## src/rtl/opt_scheduler.sv

```systemverilog
// Sweep scheduler for the replica-exchange annealer: drives the shared move
// generator for every replica per sweep and inserts even/odd exchange phases.
package opt_scheduler_pkg;
   typedef enum logic [1:0] {THR = 2'd0, OR1 = 2'd1, TWO = 2'd2} opt_command_t;
endpackage

module opt_scheduler
   import opt_scheduler_pkg::*;
#(
   parameter int unsigned REPLICA_NUM       = 32,
   parameter int unsigned EXCHANGE_INTERVAL = 16
) (
   input  logic                           clk,
   input  logic                           reset,
   input  logic                           start,
   input  logic                           abort,
   input  logic [15:0]                    sweep_num,
   input  logic [63:0]                    i_seed,
   output logic                           busy,
   output logic                           done,
   output logic [15:0]                    sweep_cnt,
   output logic                           rnd_init,
   output logic [63:0]                    rnd_seed,
   output logic                           rnd_run,
   output opt_command_t                   rnd_opt_com,
   input  logic                           rnd_ready,
   output logic                           dl_start,
   output logic [$clog2(REPLICA_NUM)-1:0] dl_replica,
   input  logic                           dl_done,
   output logic                           ex_start,
   output logic                           ex_parity,
   input  logic                           ex_done
);

   localparam int unsigned      REP_W         = $clog2(REPLICA_NUM);
   localparam logic [REP_W-1:0] REP_LAST      = REP_W'(REPLICA_NUM - 1);
   localparam logic [15:0]      EX_LAST       = 16'(EXCHANGE_INTERVAL - 1);
   localparam logic [63:0]      SEED_FALLBACK = 64'h0139_408D_CBBF_7A44;

   typedef enum logic [3:0] {
      S_IDLE, S_INIT, S_RND, S_GUARD, S_RND_WAIT, S_EVAL, S_EVAL_WAIT,
      S_NEXT, S_EXCH, S_EXCH_WAIT, S_DONE
   } state_t;

   state_t             r_state, w_state_nxt;
   logic [15:0]        r_sweep_num;
   logic [15:0]        r_sweep_cnt, w_sweep_cnt_nxt, w_sweep_inc;
   logic [15:0]        r_ex_cnt, w_ex_cnt_nxt;
   logic [REP_W-1:0]   r_rep, w_rep_nxt;
   logic               r_ex_parity, w_ex_parity_nxt;
   logic               w_accept, w_ex_hit;

   logic               r_busy, r_done, r_rnd_init, r_rnd_run, r_dl_start, r_ex_start;
   logic [63:0]        r_rnd_seed;
   opt_command_t       r_opt;
   logic [REP_W-1:0]   r_dl_replica;

   logic               w_busy, w_done, w_rnd_init, w_rnd_run, w_dl_start, w_ex_start;
   opt_command_t       w_opt;
   logic [REP_W-1:0]   w_dl_replica;

   assign w_accept    = (r_state == S_IDLE) && start;
   assign w_sweep_inc = r_sweep_cnt + 16'd1;
   // Running modulo counter instead of sweep_cnt % EXCHANGE_INTERVAL.
   assign w_ex_hit    = (r_ex_cnt == EX_LAST);

   always_ff @(posedge clk or negedge reset) begin
      if (!reset) begin
         r_state      <= S_IDLE;
         r_sweep_num  <= '0;
         r_sweep_cnt  <= '0;
         r_ex_cnt     <= '0;
         r_rep        <= '0;
         r_ex_parity  <= 1'b0;
         r_busy       <= 1'b0;
         r_done       <= 1'b0;
         r_rnd_init   <= 1'b0;
         r_rnd_seed   <= '0;
         r_rnd_run    <= 1'b0;
         r_opt        <= THR;
         r_dl_start   <= 1'b0;
         r_dl_replica <= '0;
         r_ex_start   <= 1'b0;
      end else begin
         r_state      <= w_state_nxt;
         r_sweep_cnt  <= w_sweep_cnt_nxt;
         r_ex_cnt     <= w_ex_cnt_nxt;
         r_rep        <= w_rep_nxt;
         r_ex_parity  <= w_ex_parity_nxt;
         if (w_accept) begin
            r_sweep_num <= sweep_num;
            r_rnd_seed  <= (i_seed == '0) ? SEED_FALLBACK : i_seed;
         end
         r_busy       <= w_busy;
         r_done       <= w_done;
         r_rnd_init   <= w_rnd_init;
         r_rnd_run    <= w_rnd_run;
         r_opt        <= w_opt;
         r_dl_start   <= w_dl_start;
         r_dl_replica <= w_dl_replica;
         r_ex_start   <= w_ex_start;
      end
   end

   always_comb begin
      w_state_nxt     = r_state;
      w_sweep_cnt_nxt = r_sweep_cnt;
      w_ex_cnt_nxt    = r_ex_cnt;
      w_rep_nxt       = r_rep;
      w_ex_parity_nxt = r_ex_parity;
      if (abort && (r_state != S_IDLE)) begin
         w_state_nxt = S_IDLE;
      end else begin
         case (r_state)
            S_IDLE: begin
               if (start) begin
                  w_state_nxt     = S_INIT;
                  w_sweep_cnt_nxt = '0;
                  w_ex_cnt_nxt    = '0;
                  w_rep_nxt       = '0;
                  w_ex_parity_nxt = 1'b0;
               end
            end
            S_INIT:      w_state_nxt = (r_sweep_num == '0) ? S_DONE : S_RND;
            S_RND:       w_state_nxt = S_GUARD;
            S_GUARD:     w_state_nxt = S_RND_WAIT;
            S_RND_WAIT:  if (rnd_ready) w_state_nxt = S_EVAL;
            S_EVAL:      w_state_nxt = S_EVAL_WAIT;
            S_EVAL_WAIT: if (dl_done) w_state_nxt = S_NEXT;
            S_NEXT: begin
               if (r_rep != REP_LAST) begin
                  w_rep_nxt   = r_rep + REP_W'(1);
                  w_state_nxt = S_RND;
               end else begin
                  w_rep_nxt       = '0;
                  w_sweep_cnt_nxt = w_sweep_inc;
                  w_ex_cnt_nxt    = w_ex_hit ? '0 : r_ex_cnt + 16'd1;
                  if (w_ex_hit)                         w_state_nxt = S_EXCH;
                  else if (w_sweep_inc == r_sweep_num)  w_state_nxt = S_DONE;
                  else                                  w_state_nxt = S_RND;
               end
            end
            S_EXCH:      w_state_nxt = S_EXCH_WAIT;
            S_EXCH_WAIT: begin
               if (ex_done) begin
                  w_ex_parity_nxt = ~r_ex_parity;
                  w_state_nxt     = (r_sweep_cnt == r_sweep_num) ? S_DONE : S_RND;
               end
            end
            S_DONE:      w_state_nxt = S_IDLE;
            default:     w_state_nxt = S_IDLE;
         endcase
      end
   end

   // Outputs are decoded from the next state so the registered copy lines up with the state.
   always_comb begin
      w_busy       = (w_state_nxt != S_IDLE) && (w_state_nxt != S_DONE);
      w_done       = (w_state_nxt == S_DONE);
      w_rnd_init   = (w_state_nxt == S_INIT);
      w_rnd_run    = (w_state_nxt == S_RND);
      w_dl_start   = (w_state_nxt == S_EVAL);
      w_ex_start   = (w_state_nxt == S_EXCH);
      w_dl_replica = (w_state_nxt == S_EVAL) ? r_rep : r_dl_replica;
      w_opt        = THR;
      if ((w_state_nxt == S_RND) || (w_state_nxt == S_GUARD) || (w_state_nxt == S_RND_WAIT))
         w_opt = w_sweep_cnt_nxt[0] ? OR1 : TWO;
   end

   assign busy        = r_busy;
   assign done        = r_done;
   assign sweep_cnt   = r_sweep_cnt;
   assign rnd_init    = r_rnd_init;
   assign rnd_seed    = r_rnd_seed;
   assign rnd_run     = r_rnd_run;
   assign rnd_opt_com = r_opt;
   assign dl_start    = r_dl_start;
   assign dl_replica  = r_dl_replica;
   assign ex_start    = r_ex_start;
   assign ex_parity   = r_ex_parity;

endmodule

```

## config.mk

```make
export PLATFORM = sky130hd
export DESIGN_NAME = opt_scheduler
export DESIGN_NICKNAME = d
export VERILOG_FILES = /design/src/rtl/opt_scheduler.sv
export SDC_FILE = /design/constraint.sdc
export NUM_CORES = 1
export LEC_CHECK = 0
export CORE_MARGIN = 10
export CORE_UTILIZATION = 45
export CTS_BUF_LIST = sky130_fd_sc_hd__clkbuf_16
export DETAILED_ROUTE_END_ITERATION = 8
export HOLD_SLACK_MARGIN = 0.15
export PLACE_DENSITY = 0.75
export SYNTH_ARGS = -nofsm -noshare
export SYNTH_HDL_FRONTEND = slang
export SYNTH_SLANG_ARGS = --single-unit
```

## constraint.sdc

```tcl
create_clock -name clk -period 3.15 [get_ports clk]
set_clock_uncertainty 0.1 [all_clocks]
set_input_delay 0.63 -clock clk [delete_from_list [all_inputs] [get_ports clk]]
set_output_delay 0.63 -clock clk [all_outputs]
set_load 0.01 [all_outputs]
```

# Word level (Yosys, flattened, before mapping)

Index checks and enable logic that the tools add are counted.

Flip-flop bits (word level): 135
Bits in latches: 0
Bits in writable memories: 0
Memory bits (read-only): 0
Input bits: 87
Output and inout port bits: 94
Logic and storage cells: 88
Memories kept: 0

Add/sub/neg operators: 3
$mul: 0
Divide/modulo/power cells: 0
$lt $le $gt $ge: 0
Equal/unequal tests: 24
Shift-type cells: 0
Multiplexer cells: 28
Bitwise gates (word level): 2
Reductions and logical operators: 15

Operator list:

| cell                                                 | count |
|---|---|
| two-way mux 16 bit                                   | 5 |
| zero test 64 bit                                     | 1 |
| two-way mux 64 bit                                   | 1 |
| case mux 16 bit (2 select lines)                     | 2 |
| two-way mux 4 bit                                    | 10 |
| case mux 4 bit (10 select lines)                     | 1 |
| adder 16 x 1 -> 16 bit, second input constant        | 2 |
| equality test 16 bit                                 | 2 |
| equality test 4 x 3 -> 1 bit, second input constant  | 6 |
| equality test 16 x 4 -> 1 bit, second input constant | 1 |
| equality test 4 x 2 -> 1 bit, second input constant  | 4 |
| equality test 4 bit, second input constant           | 4 |
| zero test 16 bit                                     | 1 |
| two-way mux 5 bit                                    | 2 |
| case mux 5 bit (2 select lines)                      | 1 |
| equality test 4 x 1 -> 1 bit, second input constant  | 2 |
| AND reduction 4 bit                                  | 2 |
| nonzero test 4 bit                                   | 2 |
| inequality test 2 bit, second input constant         | 3 |
| adder 5 x 1 -> 5 bit, second input constant          | 1 |
| inequality test 5 bit, second input constant         | 1 |
| zero test 4 bit                                      | 1 |
| two-way mux 2 bit                                    | 2 |
| inequality test 4 bit, second input constant         | 1 |
| other kinds (7)                                      | 14 |

# Longest topological paths before layout

Depth after elaboration: 11
Depth in mapped cells: 10
Depth with buffers taken out: 10

# Worst setup path before layout

OpenSTA, ideal clock, no wires.

Path type: reg-to-reg
Start point: register r_rep[0]
End point: register r_busy, in the netlist busy
Setup time: 125 ps
Arrival: 2186 ps
Data required time: 2925 ps
Setup slack: 739 ps
Stages on the path, launching flop included: 11
Path buffers: 0
Period minus slack after synthesis: 2411 ps
Path through: dfrtp_1 -> ha_1 -> and3_1 -> ha_1 -> nor3b_1 -> and4_1 -> o311a_1 -> o211a_1 -> o2111ai_2 -> o21ai_2 -> mux2_4

Longest elaborated chain between the ends: 6
Elaborated cells on any way between the ends: 7
Classes of those cells: eq/ne: 2; mux: 3; reduce/logical: 2

Ends and longest elaborated chain:

| element                                                     | line | source |
|---|---|---|
| start: declaration                                          | 49   | `logic [REP_W-1:0] r_rep, w_rep_nxt;` |
| start signal: assignment                                    | 88   | `r_rep <= w_rep_nxt;` |
| inequality test 5 bit *                                     | 131  | `if (r_rep != REP_LAST) begin` |
| two-way mux 4 bit *                                         | 131  |  |
| case mux 4 bit (10 select lines) *                          | 114  | `case (r_state)` |
| two-way mux 4 bit *                                         | 111  | `if (abort && (r_state != S_IDLE)) begin` |
| via w_state_nxt[3]                                          | 45   | `state_t r_state, w_state_nxt;` |
| inequality test 4 bit or nonzero test 4 bit (tied branches) | 158  | `w_busy = (w_state_nxt != S_IDLE) && (w_state_nxt != S_DONE);` |
| logical AND 1 bit *                                         | 158  |  |
| via w_busy                                                  | 58   | `logic w_busy, w_done, w_rnd_init, w_rnd_run, w_dl_start, w_ex_start;` |
| end signal: assignment                                      | 94   | `r_busy <= w_busy;` |
| end: declaration                                            | 53   | `logic r_busy, r_done, r_rnd_init, r_rnd_run, r_dl_start, r_ex_start;` |

Mark *: on every way through the listed nets, which the timed path passes. The rest lies on a longest branch.
A chain may end at the register's enable or synchronous reset.

# Worst setup path in the final report

Start point: register r_sweep_cnt[0], in the netlist sweep_cnt[0]
End point: register r_busy, in the netlist busy

Longest elaborated chain between the ends: 9
Elaborated cells on any way between the ends: 13
Classes of those cells: add/sub: 1; eq/ne: 3; mux: 7; reduce/logical: 2

Ends and longest elaborated chain:

| element                                                     | line | source |
|---|---|---|
| start: declaration                                          | 47   | `logic [15:0] r_sweep_cnt, w_sweep_cnt_nxt, w_sweep_inc;` |
| start signal: assignment                                    | 86   | `r_sweep_cnt <= w_sweep_cnt_nxt;` |
| adder 16 x 1 -> 16 bit                                      | 63   | `assign w_sweep_inc = r_sweep_cnt + 16'd1;` |
| equality test 16 bit                                        | 139  | `else if (w_sweep_inc == r_sweep_num) w_state_nxt = S_DONE;` |
| two-way mux 4 bit                                           | 139  |  |
| two-way mux 4 bit                                           | 138  | `if (w_ex_hit) w_state_nxt = S_EXCH;` |
| two-way mux 4 bit                                           | 131  |  |
| case mux 4 bit (10 select lines) *                          | 114  |  |
| two-way mux 4 bit *                                         | 111  |  |
| via w_state_nxt[3]                                          | 45   |  |
| inequality test 4 bit or nonzero test 4 bit (tied branches) | 158  |  |
| logical AND 1 bit *                                         | 158  |  |
| via w_busy                                                  | 58   |  |

Marked as above.

==> impl_metrics.env <==
export IMPL_status="complete, no violations"
export IMPL_finalSetupViolations=0
export IMPL_ys_warnings_count=0
export IMPL_clkPwrFrac=0.251
export IMPL_synth_top_area_frac=0.524
export IMPL_syn_inst=697
export IMPL_die_x_microns=140
export IMPL_core_area_sq_um=14000
export IMPL_firstDrtPassIters=5
export IMPL_synth_seq_cells=135
export IMPL_min_path_cells=2
export IMPL_via_per_inst=5.56
export IMPL_sw_frac_of_total=0.348
export IMPL_fmax_mhz=363
export IMPL_die_area_sq_um=19500
export IMPL_synth_nets=788
export IMPL_port_buffers=180
export IMPL_intPower_mw=4.70
export IMPL_fin_crit_ns=2.75
export IMPL_ys_top_cells_by_count="nand2_1 (193), dfrtp_1 (135), o21ai_0 (51), nor2_1 (36), clkbuf_1 (31)"
export IMPL_synth_edf_count=0
export IMPL_numCtsBuffers=17
export IMPL_diodes=0
export IMPL_hp_class="reg -> reg"
export IMPL_route_detailed_drc=0
export IMPL_reg2regPathDepth=8
export IMPL_grt_overflow=0
export IMPL_critPathLaunchType="flop"
export IMPL_instances_no_fill=1066
export IMPL_grt_busiest_layer="met2"
export IMPL_rsz0062_at_grt="no"
export IMPL_worst_path_max_fanout=8
export IMPL_hold_viol=0
export IMPL_nets=964
export IMPL_vdd_drop_max_mv=0.562
export IMPL_synthDistinctLibCells=58
export IMPL_wirelength_mm=20.7
export IMPL_finalSetupTns_ns=0
export IMPL_maxCapViolations=0
export IMPL_yosysTopAreaCell="dfrtp_1"
export IMPL_synth_flop_cell="dfrtp_1"
export IMPL_io_pins=181
export IMPL_rows=43
export IMPL_synth_area_top_cells="dfrtp_1 (52%), nand2_1 (11%), o21ai_0 (4.0%)"
export IMPL_seqPwrFrac=0.375
export IMPL_power_frac_comb=0.374
export IMPL_drt_iter0_markers=300
export IMPL_end_kind="flop"
export IMPL_grtUsageMet1=0.248
export IMPL_cts_root_buf="clkbuf_16"
export IMPL_layout_drive_gt1_share=0.0801
export IMPL_final_core_util=0.644
export IMPL_p_per_area_nw_per_um2=800
export IMPL_switching_power_mw=2.51
export IMPL_worstPathArrival_ns=2.96
export IMPL_seq_area_frac_synth=0.524
export IMPL_num_vias=5927
export IMPL_clk_latency_ns=0.42
export IMPL_use_met3=0.0987
export IMPL_start_util=0.461
export IMPL_ant_nets=0
export IMPL_total_power_mw=7.21
export IMPL_grt_max_degree=71
export IMPL_grt_usage=0.211
export IMPL_syn_avg_cell_area_sq_um=9.26
export IMPL_globalplace_congestion=1.01
export IMPL_worst_pin_slew_ns=0.667
export IMPL_clock_sinks=135
export IMPL_placed_cells=1033
export IMPL_yosysMostFrequentCell="nand2_1"
export IMPL_die_h_microns=140
export IMPL_dp_hpwl_mm=15.6
export IMPL_met2_usage=0.332
export IMPL_slew_violations=0
export IMPL_cts_tree="done"
export IMPL_critical_path_class="reg -> reg"
export IMPL_grt_pass1_vias=6182
export IMPL_p_leak_nw=4.02
export IMPL_grt_antenna_before_repair=0
export IMPL_max_slew_margin=0.555
export IMPL_grt_pass1_wl_mm=33.6
export IMPL_fin_crit_sh=0.874
export IMPL_h_tree_depth=4
export IMPL_synthesis_area_sq_um=6450
export IMPL_area_growth_synth_to_final_pct=39.7
export IMPL_wl_per_cell_microns=19.5
export IMPL_critPathRequiredTime_ns=3.35
export IMPL_cts_buffer_depth=2
export IMPL_async_flop_share=1.00
export IMPL_clk_pin_slew_ns=0.06
-- stage by stage --
| stage | setup slack (ns) | hold WS [ns] | instance area (sq um) |
|---|---|---|---|
| final | 0.396 | 0.374 | 9010 |
| after floorplan | 0.739 | 0.234 | 6450 |
| after global routing | 0.171 | 0.398 | 9010 |
| after CTS | 0.407 | 0.378 | 9010 |
| after global placement | 0.170 | 0.357 | 8460 |
| after detailed placement | 0.115 | 0.364 | 8460 |
-- metal layers --
| metal | routed length, microns | vias up |
|---|---|---|
| met2 | 9810 | 243 |
| met4 | 391 | 0 |
| met3 | 2160 | 22 |
| met1 | 8390 | 2856 |
| li1 | - | 2806 |
| met5 | 0 | - |
-- critical path: stages (launching register included) --
cell	delay (ns)
dfrtp_1	0.49
ha_1	0.38
nand3_1	0.15
or2_1	0.29
nor4_1	0.35
o211a_1	0.20
o2111ai_2	0.12
o21ai_2	0.23
mux2_4	0.32
-- cells in the final DEF, fill, tap and decap left out, types with 3 or more instances in the layout --
master             n
a31oi_1            8
nor3b_1            4
nor2_1            36
mux2_2             7
nor3_1            10
a21o_1             3
nand3_1           20
nor4b_1            3
and3_1            14
clkinvlp_4         5
o22a_1            29
buf_4             17
clkinv_2           7
inv_1              5
ha_1               4
a21oi_1           11
clkdlybuf4s50_1  179
and2_1             3
nor2b_1            6
nor4_1            26
o211ai_1           3
o21ai_0           51
xnor2_1            8
clkbuf_16         17
a22o_1             3
nand4_1            8
nand2_1          193
o41ai_1            3
o31ai_1           10
xor2_1            13
dfrtp_1          135
o22ai_1            3
nand2b_1           4
-- what timing repair did --
item                      4_1_cts  5_1_grt
gates resized for setup         0        0
hold buffers                    1        0
hold endpoints to repair       37        0
setup buffers                   0        0
-- path summary, 6_finish.rpt --
check,startpoint,end,slack [ns]
setup reg to reg,sweep_cnt[0]$_DFF_PN0_,busy$_DFF_PN0_,0.40
hold / removal,rnd_seed[59]$_DFFE_PN0P_,rnd_seed[59]$_DFFE_PN0P_,0.37
setup / recovery,sweep_cnt[0]$_DFF_PN0_,busy$_DFF_PN0_,0.40
max in group asynchronous,reset,rnd_seed[46]$_DFFE_PN0P_,1.38
hold reg to reg,rnd_seed[59]$_DFFE_PN0P_,rnd_seed[59]$_DFFE_PN0P_,0.37
min in group asynchronous,reset,sweep_cnt[14]$_DFFE_PN0P_,0.67
-- layout make-up --
class	count	area, sq um
fillers	1160	4980
flip-flops and latches	135	3380
multi-input cells	515	2890
repair buffers	199	1960
clock buffers	17	425
well taps	180	225
clock inverters	15	115
inverters	5	18.8
-- state kept, by name (all words and copies together), names as in the netlist, 2 cells and up --
signal and count:
rnd_seed 64, r_ex_cnt 16, r_sweep_num 16, sweep_cnt 16, dl_replica 5, r_rep 5, r_state 4, rnd_opt_com 2
-- power groups by stage --
stage               Clock [mW]  Combinational [mW]  Sequential (mW)
floorplan                    0                1.13             2.79
global placement             0                2.67             2.68
detailed placement           0                2.70             2.71
CTS                       1.84                2.72             2.70
global route              1.92                2.95             2.77
finish                    1.81                2.69             2.70
-- cell families (layout without fill, tap and decap cells) --
kind of cell / Yosys count / in the layout / share of synthesized area
AO/OA/AOI/OAI: 135 / 135 / 0.142
XOR/XNOR: 21 / 21 / 0.0285
adder cells (fa/ha/maj): 4 / 4 / 0.00776
buffers and inverters: 47 / 236 / 0.0297
flip-flops: 135 / 135 / 0.524
multiplexers: 9 / 9 / 0.0161
AND/OR/NAND/NOR: 346 / 346 / 0.253
(Power assumes the default switching activity.)
